==> src/rtl/decode_issue_pkg.sv <==
// decode_issue_pkg: shared ISA constants, instruction layout and opcode decode
// for the decode/issue stage in front of the 19-bit execute ALU.
package decode_issue_pkg;

    localparam int ISA_XLEN = 19;
    localparam int ISA_NREG = 8;

    // ALU operation encoding seen by execute
    localparam logic [3:0] OP_ADD = 4'd0;
    localparam logic [3:0] OP_SUB = 4'd1;
    localparam logic [3:0] OP_MUL = 4'd2;
    localparam logic [3:0] OP_DIV = 4'd3;
    localparam logic [3:0] OP_INC = 4'd4;
    localparam logic [3:0] OP_DEC = 4'd5;
    localparam logic [3:0] OP_OR  = 4'd6;
    localparam logic [3:0] OP_AND = 4'd7;
    localparam logic [3:0] OP_XOR = 4'd8;
    localparam logic [3:0] OP_NOT = 4'd9;

    // Load-immediate opcode (issued as an ADD of imm9 and zero)
    localparam logic [3:0] OPC_LDI = 4'd10;

    // Upper 13 bits of an instruction; imm9 overlaps rs2 and the low bits
    typedef struct packed {
        logic [3:0] opcode;
        logic [2:0] rd;
        logic [2:0] rs1;
        logic [2:0] rs2;
    } instr_t;

    typedef struct packed {
        logic       legal;
        logic       ldi;
        logic       unary;
        logic [3:0] op_sel;
    } dec_t;

    function automatic dec_t decode_opc(input logic [3:0] opc);
        dec_t d;
        d = '0;
        d.legal = 1'b1;
        case (opc)
            4'd0:    d.op_sel = OP_ADD;
            4'd1:    d.op_sel = OP_SUB;
            4'd2:    d.op_sel = OP_MUL;
            4'd3:    d.op_sel = OP_DIV;
            4'd4:    begin d.op_sel = OP_INC; d.unary = 1'b1; end
            4'd5:    begin d.op_sel = OP_DEC; d.unary = 1'b1; end
            4'd6:    d.op_sel = OP_OR;
            4'd7:    d.op_sel = OP_AND;
            4'd8:    d.op_sel = OP_XOR;
            4'd9:    begin d.op_sel = OP_NOT; d.unary = 1'b1; end
            OPC_LDI: begin d.op_sel = OP_ADD; d.ldi = 1'b1; end
            default: d.legal = 1'b0;
        endcase
        return d;
    endfunction

endpackage

==> src/rtl/decode_regfile.sv <==
// decode_regfile: NREG x XLEN register file, two async read ports and one
// synchronous write port. r0 reads as zero and ignores writes.
module decode_regfile
    import decode_issue_pkg::*;
#(
    parameter int XLEN = ISA_XLEN,
    parameter int NREG = ISA_NREG,
    parameter int AW   = $clog2(NREG)
) (
    input  logic            clk,
    input  logic            rst_n,
    input  logic [AW-1:0]   raddr_a,
    output logic [XLEN-1:0] rdata_a,
    input  logic [AW-1:0]   raddr_b,
    output logic [XLEN-1:0] rdata_b,
    input  logic            we,
    input  logic [AW-1:0]   waddr,
    input  logic [XLEN-1:0] wdata
);

    logic [XLEN-1:0] mem [NREG];

    // Storage: cleared on reset, r0 never written
    always_ff @(posedge clk or negedge rst_n) begin
        if (!rst_n) begin
            for (int i = 0; i < NREG; i++) begin
                mem[i] <= '0;
            end
        end else if (we && (waddr != '0)) begin
            mem[waddr] <= wdata;
        end
    end

    assign rdata_a = (raddr_a == '0) ? '0 : mem[raddr_a];
    assign rdata_b = (raddr_b == '0) ? '0 : mem[raddr_b];

endmodule

==> src/rtl/decode_issue.sv <==
// decode_issue: decodes 19-bit instructions, reads operands with writeback
// bypass, tracks pending destinations in a scoreboard and presents one
// registered issue slot to execute over valid/ready.
// Optional: define DECODE_PERF_EN to add the saturating stall_cnt_o counter.
module decode_issue
    import decode_issue_pkg::*;
#(
    parameter int XLEN = ISA_XLEN,
    parameter int NREG = ISA_NREG
) (
    input  logic            clk,
    input  logic            rst_n,
    input  logic            instr_valid_i,
    input  logic [XLEN-1:0] instr_i,
    output logic            instr_ready_o,
    output logic            ex_valid_o,
    input  logic            ex_ready_i,
    output logic [3:0]      op_sel_o,
    output logic [XLEN-1:0] opr_a_o,
    output logic [XLEN-1:0] opr_b_o,
    output logic [2:0]      rd_o,
    input  logic            wb_en_i,
    input  logic [2:0]      wb_addr_i,
    input  logic [XLEN-1:0] wb_data_i,
`ifdef DECODE_PERF_EN
    output logic [15:0]     stall_cnt_o,
`endif
    output logic            illegal_o
);

    instr_t          ins;
    dec_t            dec;
    logic [XLEN-1:0] rf_a, rf_b;
    logic [XLEN-1:0] src_a, src_b;
    logic [XLEN-1:0] opr_a_nxt, opr_b_nxt;
    logic [NREG-1:0] wb_mask;
    logic [NREG-1:0] pend_eff;
    logic [NREG-1:0] pend_nxt;
    logic            wb_live;
    logic            hazard;
    logic            slot_free;
    logic            accept;
    logic            issue;

    logic            vld_p1;
    logic [3:0]      op_sel_p1;
    logic [XLEN-1:0] opr_a_p1, opr_b_p1;
    logic [2:0]      rd_p1;
    logic            ill_p1;
    logic [NREG-1:0] pend_p1;

    assign ins = instr_t'(instr_i[XLEN-1 -: 13]);
    assign dec = decode_opc(ins.opcode);

    decode_regfile #(.XLEN(XLEN), .NREG(NREG)) u_rf (
        .clk     (clk),
        .rst_n   (rst_n),
        .raddr_a (ins.rs1),
        .rdata_a (rf_a),
        .raddr_b (ins.rs2),
        .rdata_b (rf_b),
        .we      (wb_en_i),
        .waddr   (wb_addr_i),
        .wdata   (wb_data_i)
    );

    // A writeback this cycle clears its register's pending bit for hazard purposes
    always_comb begin
        wb_live = wb_en_i && (wb_addr_i != 3'd0);
        wb_mask = '0;
        if (wb_live) begin
            wb_mask[wb_addr_i] = 1'b1;
        end
        pend_eff = pend_p1 & ~wb_mask;
    end

    // Hazard detection and handshake; illegal opcodes only need a free slot
    always_comb begin
        hazard = 1'b0;
        if (dec.legal) begin
            if (!dec.ldi && pend_eff[ins.rs1]) hazard = 1'b1;
            if (!dec.ldi && !dec.unary && pend_eff[ins.rs2]) hazard = 1'b1;
            if (pend_eff[ins.rd]) hazard = 1'b1;
        end
        slot_free     = !vld_p1 || ex_ready_i;
        instr_ready_o = slot_free && (!dec.legal || !hazard);
        accept        = instr_valid_i && instr_ready_o;
        issue         = accept && dec.legal;
    end

    // Operand selection with writeback-to-read bypass
    always_comb begin
        src_a = (wb_live && (wb_addr_i == ins.rs1)) ? wb_data_i : rf_a;
        src_b = (wb_live && (wb_addr_i == ins.rs2)) ? wb_data_i : rf_b;
        if (dec.ldi) begin
            opr_a_nxt = {{(XLEN-9){1'b0}}, instr_i[8:0]};
            opr_b_nxt = '0;
        end else begin
            opr_a_nxt = src_a;
            opr_b_nxt = dec.unary ? '0 : src_b;
        end
    end

    // Scoreboard next state: writeback clears, a same-edge issue to rd sets
    always_comb begin
        pend_nxt = pend_p1 & ~wb_mask;
        if (issue) begin
            pend_nxt[ins.rd] = 1'b1;
        end
        pend_nxt[0] = 1'b0;
    end

    // ---- issue slot stage (p1) ----
    // Issue slot: load on issue, drop valid when consumed, payload otherwise held
    always_ff @(posedge clk or negedge rst_n) begin
        if (!rst_n) begin
            vld_p1    <= 1'b0;
            op_sel_p1 <= '0;
            opr_a_p1  <= '0;
            opr_b_p1  <= '0;
            rd_p1     <= '0;
            ill_p1    <= 1'b0;
        end else begin
            ill_p1 <= accept && !dec.legal;
            if (issue) begin
                vld_p1    <= 1'b1;
                op_sel_p1 <= dec.op_sel;
                opr_a_p1  <= opr_a_nxt;
                opr_b_p1  <= opr_b_nxt;
                rd_p1     <= ins.rd;
            end else if (ex_ready_i) begin
                vld_p1 <= 1'b0;
            end
        end
    end

    // Scoreboard register
    always_ff @(posedge clk or negedge rst_n) begin
        if (!rst_n) begin
            pend_p1 <= '0;
        end else begin
            pend_p1 <= pend_nxt;
        end
    end

    assign ex_valid_o = vld_p1;
    assign op_sel_o   = op_sel_p1;
    assign opr_a_o    = opr_a_p1;
    assign opr_b_o    = opr_b_p1;
    assign rd_o       = rd_p1;
    assign illegal_o  = ill_p1;

`ifdef DECODE_PERF_EN
    logic [15:0] stall_cnt_p1;

    // Count cycles an offered instruction is refused, saturating at all-ones
    always_ff @(posedge clk or negedge rst_n) begin
        if (!rst_n) begin
            stall_cnt_p1 <= '0;
        end else if (instr_valid_i && !instr_ready_o && (stall_cnt_p1 != 16'hFFFF)) begin
            stall_cnt_p1 <= stall_cnt_p1 + 16'd1;
        end
    end

    assign stall_cnt_o = stall_cnt_p1;
`endif

endmodule

==> config.mk <==
export PLATFORM = sky130hd
export DESIGN_NAME = decode_issue
export DESIGN_NICKNAME = d
export VERILOG_FILES = /design/src/rtl/decode_issue_pkg.sv /design/src/rtl/decode_regfile.sv /design/src/rtl/decode_issue.sv
export SDC_FILE = /design/constraint.sdc
export NUM_CORES = 1
export LEC_CHECK = 0
export ABC_AREA = 1
export CAP_MARGIN = 20
export CORE_MARGIN = 2
export CORE_UTILIZATION = 30
export DETAILED_ROUTE_END_ITERATION = 6
export GPL_TIMING_DRIVEN = 1
export PLACE_DENSITY = 0.5
export SYNTH_ARGS = -nofsm -noshare
export SYNTH_HDL_FRONTEND = slang
export SYNTH_SLANG_ARGS = --single-unit
==> constraint.sdc <==
create_clock -name clk -period 1.8 [get_ports clk]
set_clock_uncertainty 0.15 [all_clocks]
set_input_delay 0.36 -clock clk [delete_from_list [all_inputs] [get_ports clk]]
set_output_delay 0.36 -clock clk [all_outputs]
set_load 0.01 [all_outputs]
After elaboration in Yosys (flattened, before gate mapping)
Index checks and enable logic that the tools add are counted.
- input port bits: 46
- output and inout port bits: 48
- register bits: 206
- logic and storage cells: 108
- multiplexer cells: 38
- bitwise logic cells: 6
- order comparisons: 10
- equal/unequal tests: 12
- reductions and logical operators: 27
- operator list (operator ; number):
    $mux W19 ; 12
    $bwmux W152 ; 1
    $bmux W19 S3 ; 2
    $demux W19 S3 ; 1
    $pmux W4 S9 ; 1
    $eq A4 B3 Y1 const B ; 4
    $lt A3 B4 Y1 const B ; 4
    $mux W8 ; 2
    $mux W1 ; 14
    $logic_and A1 B1 Y1 ; 13
    $eq A4 B4 Y1 const B ; 3
    $ge A4 B4 Y1 const B ; 3
    $not A3 Y4 ; 3
    $reduce_or A11 Y1 ; 1
    $bmux W1 S3 ; 3
    $and A8 B8 Y8 ; 1
    $eq A4 B2 Y1 const B ; 2
    $not A8 Y8 ; 1
    $or A8 B8 Y8 ; 1
    $demux W1 S3 ; 2
    $eq A3 B3 Y1 ; 2
    $ge A3 B1 Y1 const B ; 2
    $logic_not A3 Y1 ; 2
    $logic_not A1 Y1 ; 5
    other kinds (7) ; 8

Depth between registers and ports, before layout
Gate-level depths: netlist of the first run.
- depth in word-level cells: 20
- mapped depth: 16
- mapped depth without buffers: 13

Cells and area by module
A second synthesis of the first run with hierarchy kept.
- cell total of the unflattened synthesis: 1715
- area total of the unflattened synthesis: 11930.2 um^2
- modules (own cells, without submodules) (module ; area each (um^2) ; cells each ; instances ; sequential area each (um^2)):
    decode_regfile ; 8842.2 ; 1300 ; 1 ; 3803.6
    decode_issue ; 3088.0 ; 415 ; 1 ; 1351.3

Worst setup path after synthesis of the first run
Ideal clock, no wire load.
- path kind: input-to-reg
- from: in wb_addr_i[1]
- to: reg op_sel_p1[0], in the netlist op_sel_o[0]
- data required time: 1.520 ns
- setup slack: -0.244 ns
- arrival time: 1.764 ns
- library setup time: 0.130 ns
- buffers on the path: 3
- stages on the path: 16
- path through: buf_2 > inv_1 > nor2_1 > nand2_1 > nand2_1 > nand2_1 > nand3_1 > nand2_1 > nand3_1 > nand2_1 > nor2_2 > nand4_4 > buf_6 > buf_6 > nand2_1 > o21ai_1
- cells in the longest elaborated chain, start to end: 19
- elaborated cells between the ends (all ways): 27
- those cells by class: order compare (2); mux (13); bitwise (2); reduce/logical (10)
- RTL lines (what ; RTL line ; text):
    from (decl) ; decode_issue.sv:23 ; input logic [2:0] wb_addr_i,
    $lt A3 B4 Y1 (implied by the code) or $ge A3 B1 Y1 (tied branches) ; decode_issue.sv:72 ; wb_mask[wb_addr_i] = 1'b1;
    $logic_and A1 B1 Y1 (implied by the code) ; decode_issue.sv:72 ;
    $mux W1 (implied by the code) ; decode_issue.sv:72 ;
    $demux W1 S3 ; decode_issue.sv:72 ;
    $mux W8 (*) ; decode_issue.sv:71 ; if (wb_live) begin
    $not A8 Y8 (*) ; decode_issue.sv:74 ; pend_eff = pend_p1 & ~wb_mask;
    $and A8 B8 Y8 (*) ; decode_issue.sv:74 ;
    $bmux W1 S3 ; decode_issue.sv:81 ; if (!dec.ldi && pend_eff[ins.rs1]) hazard = 1'b1;
    (+3 left out) ; n/a ;
    $mux W1 ; decode_issue.sv:82 ; if (!dec.ldi && !dec.unary && pend_eff[ins.rs2]) hazard = 1'b1;
    $mux W1 (*) ; decode_issue.sv:83 ; if (pend_eff[ins.rd]) hazard = 1'b1;
    $mux W1 (*) ; decode_issue.sv:80 ; if (dec.legal) begin
    $logic_not A1 Y1 (*) ; decode_issue.sv:86 ; instr_ready_o = slot_free && (!dec.legal || !hazard);
    $logic_or A1 B1 Y1 (*) ; decode_issue.sv:86 ;
    $logic_and A1 B1 Y1 (*) ; decode_issue.sv:86 ;
    $logic_and A1 B1 Y1 (*) ; decode_issue.sv:87 ; accept = instr_valid_i && instr_ready_o;
    $logic_and A1 B1 Y1 (*) ; decode_issue.sv:88 ; issue = accept && dec.legal;
    to (signal assigned) ; decode_issue.sv:127 ; op_sel_p1 <= dec.op_sel;
    to (decl) ; decode_issue.sv:46 ; logic [3:0] op_sel_p1;
Every way passes the cells marked *; elsewhere a longest branch is shown, timed or not. The select of a mux whose other input is x is not followed.
A chain may end at the register's enable or synchronous reset.

Worst setup path in the final report of the first run
- from: reg pend_p1[1]
- to: out instr_ready_o
- cells in the longest elaborated chain, start to end: 11
- elaborated cells between the ends (all ways): 16
- those cells by class: mux (10); bitwise (1); reduce/logical (5)
- RTL lines (what ; RTL line ; text):
    from (decl) ; decode_issue.sv:50 ; logic [NREG-1:0] pend_p1;
    from (signal assigned) ; decode_issue.sv:142 ; pend_p1 <= pend_nxt;
    $and A8 B8 Y8 (*) ; decode_issue.sv:74 ;
    $bmux W1 S3 ; decode_issue.sv:81 ;
    $mux W1 (implied by the code) ; decode_issue.sv:81 ;
    $logic_and A1 B1 Y1 ; decode_issue.sv:81 ;
    $mux W1 ; decode_issue.sv:81 ;
    $mux W1 ; decode_issue.sv:82 ;
    $mux W1 (*) ; decode_issue.sv:83 ;
    $mux W1 (*) ; decode_issue.sv:80 ;
    $logic_not A1 Y1 (*) ; decode_issue.sv:86 ;
    $logic_or A1 B1 Y1 (*) ; decode_issue.sv:86 ;
    $logic_and A1 B1 Y1 (*) ; decode_issue.sv:86 ;
    to (decl) ; decode_issue.sv:15 ; output logic instr_ready_o,
Marks and branches as above.

==> summary.md, run 1 <==
| Metric | Value |
|---|---|
| Outcome | finished with violations |
| Failing checks | negative setup slack |
| Tightest Pin Transition | ~0.55 ns |
| Initial core utilization | between 30% and 40% |
| 1st-pass router iterations | 6 |
| Total area of sequential cells | slightly above 5000 um^2 |
| Num CTS Buffers | 24 |
| Via count of the first global-routing pass | between 9k and 10k |
| Max Cap Viol | 0 |
| Most used cell along the critical path | nand2_1 |
| ANT cells | 0 |
| Final TNS setup | -15.17 ns |
| DRC | 0 |
| CP delay by family, top | simple AND/OR/NAND/NOR gates |
| Critical path's largest stage delay | about 0.45 ns |
| RR Endpoint | op_sel_o[2]$_DFFE_PN0P_ |
| DR WL/cell | around 19 um |
| Most common cell after layout, fill and taps aside | o21ai_0 |
| Hold Crit Depth | 5 |
| Vias per Instance | 5.10 |
| Post-synthesis cell count | 1,417 |
| Clock transition at the registers of the reported paths | 0.06 ns |
| Hold path start | wb_addr_i[0] |
| Post-layout min period | 2.33 ns |
| Worst-path fanout max | 4 |
| Synth unique cells | 31 |
| Core Box Area | about 35,000 um^2 |
| Setup CP Type | reg2out |
| PwrDens | ~1100 nW/um^2 |
| # nets final | 1,636 |
| HP Class | in2reg |
| Rel. slew slack | between 60% and 70% |
| Final setup vio count | 54 |
| Hold endpoint | pend_p1[6]$_DFF_PN0_ |
| Lkg Pwr | slightly below 7 nW |
| Ys Warns | 0 |
| Worst Path Arrival | roughly 1.8 ns |
| Inst Count DP | roughly 2k |
| Reg2Reg Setup Slack | -0.33 ns |
| WL final | around 39,000 um |
| DIE AREA | approximately 37,000 um^2 |
| Syn Nets | 1,463 |
| Via count | 10.5k |
| Slew Viols, Final | 0 |
| WP data required | 1.29 ns |
| Final Cycle Share | 130% |
| Die Y-Extent | 193 um |
| Final count of hold timing violations | 0 |
| RSZ-0062 raised after global routing | yes |
| Antenna violations before repair | 0 |
| Worst setup EP type | output pin |
| Final cell count without fillers | 2,067 |
| Tot Pwr | ~15 mW |
| # rows | 69 |
| Crit path max-delay cell type | dfrtp_2 |
| Post-synthesis sequential area ratio | around half |
| Share of cells above drive strength 1 | between 20% and 30% |
| Most frequent cells in the layout | 318 x o21ai_0, 258 x nand2_1, 205 x dfrtp_1 |
| Chip width | slightly below 200 um |
| Startpoint Class | flop |
| Clock sink count | 206 |
| Buf/Inv on CP | 2 |
| Largest net degree at the start of global routing | 85 |
| Post-route ant nets | 0 |
| Port buffer count | between 90 and 100 |
| Starting DRT DRC Count | 960 |
| I/O Pins | 94 |
| Max clock buf depth | 3 |
| Reg2reg path depth | 14 |
| Multi-input logic area | about 5000 um^2 |
| Root Buffer | clkbuf_16 |
| H-Tree Depth | 1 |
| CTS tree | done |
| Clock latency on the worst-skew pair | approximately 0.52 ns |
| First-pass GRT wire length | roughly 58,000 um |
| R2R Path Start | pend_p1[1]$_DFF_PN0_ |
| Avg Inst Size Synth | between 7 and 8 um^2 |
| Highest Clock Rate | 428 MHz |
| Peak supply drop | roughly 700 uV |
| Overall Global Routing Usage | about a fifth |
| GR Overflow Total | 0 |
| Fillers | 3,629 |
| Area grow syn2layout | 35.1% |
| Crit-path cells | buf_6 > nand3_2 > nand2_1 > nand2_1 > nor2_1 > nand2_1 > nand2_1 > nor2_2 > o21a_1 > buf_2 |
| Final WS setup | -0.534 ns |
| Seq cells post-synth | a little over 200 |
| Gpl congestion | about 0.86 |
| HPWL after detailed placement | ~26,000 um |
| Post-Syn Area | around 11,000 um^2 |
[Yosys cell counts]
library cell / instances / area [um^2]
a21boi_0: 1 / 7.51
a21oi_1: 85 / 425
a31oi_1: 6 / 37.5
buf_1: 6 / 22.5
buf_2: 11 / 55.1
buf_6: 3 / 33.8
clkbuf_1: 98 / 368
clkinv_1: 1 / 3.75
dfrtp_1: 206 / 5150
inv_1: 103 / 387
inv_2: 2 / 7.51
nand2_1: 308 / 1160
nand3_1: 30 / 150
nand4_1: 4 / 25.0
nand4_4: 1 / 21.3
nor2_1: 97 / 364
nor2_2: 2 / 12.5
nor2_4: 1 / 11.3
nor3_1: 1 / 5.00
o2111ai_1: 1 / 8.76
o211ai_1: 37 / 278
o21a_1: 3 / 22.5
o21ai_0: 328 / 1640
o21ai_1: 43 / 215
o21ai_2: 3 / 26.3
o21bai_1: 1 / 7.51
o221ai_1: 4 / 35.0
o22ai_1: 23 / 144
or2_2: 3 / 18.8
xnor2_1: 4 / 35.0
xor2_1: 1 / 8.76
[cell families (layout without fill, tap and decap cells)]
kind of cell	after synthesis	in the layout	share of synthesized area [%]
XOR/XNOR	5	5	0.410
AO/OA/AOI/OAI	535	535	26.7
AND/OR/NAND/NOR	447	447	16.5
flip-flops	206	206	48.2
buffers and inverters	224	413	8.21
[worst reg2reg max path: stages (launching register included)]
cell and delay [ns]:
dfrtp_2 0.45, buf_6 0.13, nand3_2 0.06, nand2_1 0.05
nand2_1 0.06, nor2_1 0.04, nand2_1 0.05, nand2_1 0.06
nor2_2 0.14, buf_4 0.14, nand4_4 0.19, buf_8 0.22
clkbuf_16 0.17, nand2_2 0.06, o21ai_1 0.06
[power breakdown]
part | internal (mW) | switching (mW) | leakage, nW
combinational | 1.80 | 2.11 | 3.76
sequential | 5.57 | 0.722 | 2.64
clock | 3.02 | 1.95 | 0.395
total | 10.4 | 4.78 | 6.80
[through the flow]
| step | instance area [um^2] | util (%) | setup WS, ns | hold slack (ns) |
|---|---|---|---|---|
| after global placement | 13000 | 36.7 | -1.20 | 0.136 |
| after detailed placement | 13000 | 36.7 | -1.25 | 0.138 |
| after floorplan | 10700 | - | -0.234 | -0.0856 |
| final | 14400 | 40.9 | -0.534 | 0.131 |
| after CTS | 13900 | 39.3 | -0.526 | 0.123 |
| after global routing | 14400 | 40.9 | -0.633 | 0.153 |
[worst max-delay path by stage]
| stage | from | end | cells after the start |
|---|---|---|---|
| after global placement | wb_addr_i[1] | instr_ready_o | 13 |
| final | pend_p1[1]$_DFF_PN0_ | instr_ready_o | 10 |
| after CTS | pend_p1[1]$_DFF_PN0_ | instr_ready_o | 9 |
| after global routing | pend_p1[1]$_DFF_PN0_ | instr_ready_o | 10 |
| after floorplan | wb_addr_i[1] | op_sel_o[0]$_DFFE_PN0P_ | 16 |
| after detailed placement | wb_addr_i[1] | instr_ready_o | 13 |
[registers in the layout, summed over array words and instances, names as in the netlist]
register / cells
opr_a_o: 19
pend_p1: 7
ex_valid_o: 1
rd_o: 3
op_sel_o: 4
opr_b_o: 19
u_rf.mem: 152
illegal_o: 1
[area by class of cell]
| type | count | area share (%) |
|---|---|---|
| clock buffers | 36 | 4.96 |
| well taps | 461 | 3.99 |
| repair buffers | 265 | 17.3 |
| clock inverters | 6 | 0.554 |
| flip-flops and latches | 206 | 35.7 |
| multi-input cells | 987 | 34.8 |
| inverters | 106 | 2.75 |
[repair_timing]
item,4_1_cts,5_1_grt
hold endpoints to repair,206,0
pin swaps,11,11
setup buffers,10,8
resized for setup,104,105
hold buffers,1,0
setup endpoints to repair,101,54
gates cloned,1,10
[layer usage]
layer	vias up	track usage [%]	part of all wire [%]
met1	5033	29.2	46
met4	0	5.14	2.3
met2	348	32.5	46
li1	5091	-	-
met5	-	0	0
met3	60	2.84	6.3
No activity file was read; power rests on OpenSTA's default activity.
==> run 2, diff against run 1 <==
- CTS_CLUSTER_DIAMETER: unset -> 100
- GPL_TIMING_DRIVEN: 1 -> 0
==> run 2 against run 1 <==
The flow still finishes with violations (negative setup slack). Sequential cell count unchanged. Utilization decreased by 1.6 points. Global-route usage increased by 3.7 points. Maximum frequency decreased by 1.7%. Sequential share of layout area increased by 1.4 points. Critical path depth unchanged. Die area unchanged. Critical path type unchanged. Largest cell class unchanged.
==> summary.md, run 2 (same netlist as run 1, synthesis figures left out) <==
| Metric | Value |
|---|---|
| # rows | 69 |
| Root Buffer | clkbuf_16 |
| Via count of the first global-routing pass | about 10k |
| HPWL after detailed placement | between 30,000 and 40,000 um |
| Crit path max-delay cell type | dfrtp_1 |
| DRC | 0 |
| Final setup vio count | between 50 and 60 |
| Final cell count without fillers | 2,048 |
| Clock transition at the registers of the reported paths | 0.06 ns |
| PwrDens | between 1000 and 1500 nW/um^2 |
| Buf/Inv on CP | 2 |
| Max clock buf depth | 3 |
| ANT cells | 0 |
| Sw Share | roughly a third |
| First-pass GRT wire length | between 60,000 and 70,000 um |
| Tightest Pin Transition | around 0.85 ns |
| Gpl congestion | approximately 0.93 |
| DIE AREA | 37,200 um^2 |
| Rel. slew slack | around 43% |
| Inst Count DP | between 1.5k and 2k |
| DR WL/cell | ~22 um |
| DP Area | 12,200 um^2 |
| Final Cycle Share | 132% |
| Tot Pwr | 15.0 mW |
| Starting DRT DRC Count | roughly 1.2k |
| # nets final | roughly 1.6k |
| H-Tree Depth | 1 |
| GR Overflow Total | 0 |
| CTS tree | done |
| Worst slack, placed | -1.72 ns |
| Highest Clock Rate | around 420 MHz |
| Failing checks | negative setup slack |
| Final count of hold timing violations | 0 |
| Comb pwr share | 24.6% |
| Post-route ant nets | 0 |
| Slew Viols, Final | 0 |
| Number of flip-flops in the largest register | 152 |
| Startpoint Class | flop |
| HP Class | in2reg |
| RSZ-0062 raised after global routing | yes |
| Crit-path cells | buf_6 > nand3_2 > nand2_1 > nor2_1 > nor2_1 > nand2_1 > nand2_2 > nor2_4 > o21a_1 > buf_2 |
| Vias per Instance | between 5 and 6 |
| Worst-path fanout max | 3 |
| Area grow syn2layout | 29.9% |
| Setup CP Type | reg2out |
| Hold WS | ~0.075 ns |
| Share of cells above drive strength 1 | a little over an eighth |
| 1st-pass router iterations | 5 |
| Die Y-Extent | approximately 190 um |
| I/O Pins | between 90 and 100 |
| Worst setup EP type | output pin |
| Outcome | finished with violations |
| Final WS setup | -0.574 ns |
| Internal power | just over 10 mW |
| Chip width | 193 um |
| Clk pwr share | 33.6% |
| Sequential share of power | a little over two fifths |
| Via count | ~11k |
| CP delay by family, top | simple AND/OR/NAND/NOR gates |
| Top reg by flops | u_rf.mem |
| Most common cell after layout, fill and taps aside | o21ai_0 |
| Num CTS Buffers | 24 |
| Post-route cell area | roughly 14,000 um^2 |
| Final TNS setup | -20.52 ns |
| WP data required | roughly 1.3 ns |
| Antenna violations before repair | 0 |
| Max Cap Viol | 0 |
| Most frequent cells in the layout | 319 x o21ai_0, 275 x nand2_1, 206 x dfrtp_1 |
| Worst Path Arrival | about 1.9 ns |
| Post-layout min period | 2.37 ns |
| Lkg Pwr | around 6.5 nW |
| NetSw | 4.90 mW |
| Overall Global Routing Usage | between 20% and 30% |
| WL final | about 45,000 um |
| Core Box Area | approximately 35,000 um^2 |
| Largest net degree at the start of global routing | 110 |
| Port buffer count | slightly below 90 |
| Initial core utilization | a little under a third |
| Clock sink count | between 200 and 250 |
| Final core occ | approximately 39% |
| Peak supply drop | ~600 uV |
| Clock latency on the worst-skew pair | 0.54 ns |
| Critical path's largest stage delay | about 0.42 ns |
| Reg2Reg Setup Slack | -0.44 ns |
run 2: changes by cell type in the layout (fill, tap and decap cells not counted), sizes merged:
cell	previous run	this run
dlygate4sd2	55	52
clkinvlp	0	4
clkbuf	44	130
inv	106	102
clkdlybuf4s18	1	0
clkdlybuf4s15	0	4
clkdlybuf4s50	28	27
buf	170	64
clkinv	4	6
run 2: path summary, 6_finish.rpt:
path | startpoint | to | depth (start not counted)
max | pend_p1[4]$_DFF_PN0_ | instr_ready_o | 10
min | instr_i[14] | rd_o[2]$_DFFE_PN0P_ | 3
max reg2reg | pend_p1[4]$_DFF_PN0_ | opr_b_o[15]$_DFFE_PN0P_ | 16
min reg2reg | u_rf.mem[139]$_DFFE_PN0P_ | u_rf.mem[139]$_DFFE_PN0P_ | 1
max in group asynchronous | rst_n | u_rf.mem[5]$_DFFE_PN0P_ | 3
min in group asynchronous | rst_n | opr_a_o[10]$_DFFE_PN0P_ | 2
run 2: layout make-up:
type	count	area [um^2]
fill	3723	21400
timing repair buffer	127	1330
tap	461	577
sequential	206	5150
clock inverter	8	96.3
multi-input combinational	987	4930
buffer	118	672
inverter	106	413
clock buffer	35	713
run 2: power by group through the flow:
stage	combinational, mW	sequential [mW]	clock, mW
after floorplan	1.72	6.28	0
after global placement	3.47	6.31	0
after detailed placement	3.51	6.31	0
after CTS	3.58	6.25	5.14
after global routing	4.14	6.40	5.35
final	3.70	6.28	5.05
run 2: repair_timing:
action / CTS / global route
setup endpoints to repair: 177 / 133
gates resized for setup: 208 / 51
pin swaps: 13 / 16
cloned: 8 / 1
hold buffers: 1 / 0
endpoints found under the hold margin: 97 / 0
setup buffers: 20 / 7
run 2: tightest hold or removal path: stages:
cell,delay (ns)
dlymetal6s2s_1,0.17
inv_1,0.12
o21ai_2,0.07
run 2: metal layers:
layer | GRT usage (%) | share of wire (%) | vias up
met5 | 0 | 0 | -
met4 | 9.75 | 4.3 | 0
met3 | 5.04 | 8.9 | 99
met2 | 37.1 | 43 | 530
met1 | 33.1 | 43 | 5200
li1 | - | - | 5050
==> run 3, diff against run 2 <==
- ABC_AREA: 1 -> 0
- CTS_BUF_LIST: unset -> sky130_fd_sc_hd__clkbuf_4
==> run 3 against run 2 <==
Final area is 3.3% lower. Largest power group unchanged. Count of clock-buffer cells in the layout is 50 higher. Critical endpoint unchanged. Area after synthesis is 0.77% higher. Largest cell class is now multi-input combinational cells. Global-route usage is 6.2 points lower. Clock power is 18% lower. Final cell count is 27% lower. Die area is 0.75% higher. Register-to-register slack worse by 0.53 ns. The flow still finishes with violations (negative setup slack).
==> summary.md, run 3 <==
| Metric | Value |
|---|---|
| Via count of the first global-routing pass | a little over 8k |
| Area grow syn2layout | 24.7% |
| Final count of hold timing violations | 0 |
| WL final | ~33,000 um |
| Routed met2 length | ~15,000 um |
| Post-synthesis cell count | between 800 and 900 |
| Failing checks | negative setup slack |
| I/O Pins | 94 |
| Top Metal Used | met4 |
| Starting DRT DRC Count | about 530 |
| Post-synth top cells | 206 x dfrtp_1, 153 x mux2_2, 66 x nor2_1, 58 x clkbuf_1, 57 x mux4_2 |
| DRC | 0 |
| Sw Share | approximately 30% |
| Share of cells above drive strength 1 | 45.1% |
| Clock transition at the registers of the reported paths | roughly 0.08 ns |
| 1st-pass router iterations | 4 |
| DR WL/cell | between 20 and 25 um |
| Post-synth top flop | dfrtp_1 |
| Seq cells post-synth | roughly 200 |
| Num CTS Buffers | 57 |
| Final core occ | a little under two fifths |
| Die Y-Extent | slightly below 200 um |
| Final TNS setup | -46.72 ns |
| Outcome | finished with violations |
| Port buffer count | 86 |
| Max Cap Viol | 0 |
| Internal power | approximately 11 mW |
| Lkg Pwr | about 6 nW |
| GR Overflow Total | 0 |
| Post-layout min period | about 3 ns |
| Slew Viols, Final | 0 |
| Syn Nets | about 860 |
| Final setup vio count | 55 |
| HPWL after detailed placement | ~20,000 um |
| Top post-synthesis cells by area | dfrtp_1 48%, mux2_2 16%, mux4_2 12% |
| WP data required | 1.29 ns |
| Post-synthesis sequential area ratio | 47.9% |
| Metal-1 WL | roughly 15,000 um |
| Gpl congestion | 0.797 |
| PwrDens | between 1000 and 1500 nW/um^2 |
| NetSw | between 4 and 5 mW |
| H-Tree Depth | 2 |
| Highest Clock Rate | 342 MHz |
| Most frequent cells in the layout | 206 x dfrtp_1, 153 x mux2_2, 87 x clkbuf_4 |
| Sequential share of power | a little over two fifths |
| CTS tree | done |
| Synth top area share | 47.9% |
| Post-Syn Area | ~11,000 um^2 |
| Synth unique cells | 52 |
| # rows | 69 |
| Post-synth EDFFs | 0 |
| Overall Global Routing Usage | between 10% and 20% |
| Worst setup EP type | output pin |
| Avg Inst Size Synth | ~13 um^2 |
| RSZ-0062 raised after global routing | yes |
| HP Class | in2reg |
| Met3 Wirelength | 1750 um |
| First-pass GRT wire length | ~51,000 um |
| Clock sink count | slightly above 200 |
| Comb pwr share | roughly 30% |
| DIE AREA | approximately 37,000 um^2 |
| Top cell type by total area after synthesis | dfrtp_1 |
| Final Cycle Share | 162% |
| Most frequent cell after synthesis | dfrtp_1 |
| Chip width | between 150 and 200 um |
| Post-route ant nets | 0 |
| Top reg by flops | u_rf.mem |
| Worst-path fanout max | 2 |
| Rel. slew slack | between 30% and 40% |
| Clk pwr share | 26.9% |
| Core Box Area | roughly 35,000 um^2 |
| Worst Path Arrival | roughly 2.4 ns |
| Hold WS | 0.0984 ns |
| Number of flip-flops in the largest register | 152 |
| Peak supply drop | about 510 uV |
| Setup CP Type | reg2out |
| # nets final | roughly 1.0k |
| Inst Count DP | approximately 1.4k |
| Root Buffer | clkbuf_4 |
| Ys Warns | 0 |
| Via count | about 7.6k |
| Final cell count without fillers | between 1k and 1.5k |
| Most common cell after layout, fill and taps aside | dfrtp_1 |
| FFs w/ async S/R, synth | 100% |
| Clock latency on the worst-skew pair | ~0.7 ns |
| Initial core utilization | 30.4% |
| Largest net degree at the start of global routing | 109 |
| Final WS setup | -1.12 ns |
| Max clock buf depth | 3 |
| Worst slack, placed | -1.85 ns |
| Startpoint Class | flop |
| Tightest Pin Transition | 0.936 ns |
| Vias per Instance | roughly 5 |
| Antenna violations before repair | 1 |
## run 3: cell types whose count changed in the layout (fill, tap and decap cells not counted), moves of 49 or more
cell and change:
mux2_2 +153, inv_1 -82, a21oi_1 -71, dlygate4sd2_1 -49, nand2_1 -265, clkbuf_4 +83, mux4_2 +57, o21ai_0 -296
## run 3: worst max-delay path, cell delays in order, from the launching register on
cell      delay (ns)
dfrtp_1         0.39
and4_1          0.19
or4_1           0.50
nand4b_1        0.11
and4_4          0.26
inv_2           0.04
a21boi_2        0.09
buf_2           0.14
## run 3: worst paths after layout
kind	startpoint	to	slack (ns)	cells after the start
setup / recovery	pend_p1[5]$_DFF_PN0_	instr_ready_o	-1.12	7
hold / removal	instr_i[12]	pend_p1[4]$_DFF_PN0_	0.1	2
setup reg to reg	pend_p1[5]$_DFF_PN0_	op_sel_o[1]$_DFFE_PN0P_	-0.97	11
hold reg to reg	u_rf.mem[137]$_DFFE_PN0P_	u_rf.mem[137]$_DFFE_PN0P_	0.31	1
max in group asynchronous	rst_n	u_rf.mem[48]$_DFFE_PN0P_	0.30	3
min in group asynchronous	rst_n	u_rf.mem[61]$_DFFE_PN0P_	0.16	2
## run 3: per-layer routing
layer / vias to the layer above / global-route usage, %
met2: 197 / 28.5
met1: 3972 / 24.1
li1: 3418 / -
met5: - / 0
met4: 0 / 6.05
met3: 60 / 4.18
## run 3: kinds of logic (layout without fill, tap and decap cells)
kind of cell / count (synthesis) / after routing / share of synthesized area (%)
buf+inv: 102 / 325 / 4.07
flops: 206 / 206 / 47.9
compound gates: 87 / 87 / 5.90
xor+xnor: 4 / 4 / 0.325
mux: 290 / 290 / 35.8
other cells: 0 / 2 / 0
simple gates: 123 / 123 / 6.06
## run 3: repair_timing
action	in CTS	in global routing
pin swaps	3	3
setup buffers	20	7
gates cloned	3	0
resized for setup	245	41
endpoints found under the setup margin	189	100
hold buffers	7	0
hold endpoints to repair	113	0
## run 3: power groups by stage
| stage | sequential, mW | clock, mW | combinational [mW] |
|---|---|---|---|
| after floorplan | 6.67 | 0 | 2.42 |
| after global placement | 6.62 | 0 | 4.43 |
| after detailed placement | 6.64 | 0 | 4.48 |
| after CTS | 6.56 | 4.32 | 4.44 |
| after global routing | 6.75 | 4.56 | 5.10 |
| final | 6.58 | 4.15 | 4.71 |
## run 3: stage by stage
stage / power (mW) / area (um^2)
after floorplan: 9.09 / 10900
after global placement: 11.1 / 12300
after detailed placement: 11.1 / 12300
after CTS: 15.3 / 13300
after global routing: 16.4 / 13400
final: 15.4 / 13400
## run 3: cell type report
class                      instances  area, um^2
antenna                            2        5.00
timing repair buffer             124        1090
multi-input combinational        504        5330
tap                              461         577
fill                            3491       22000
clock inverter                    15        56.3
buffer                            86         524
clock buffer                      85         638
inverter                          15        56.3
sequential                       206        5150
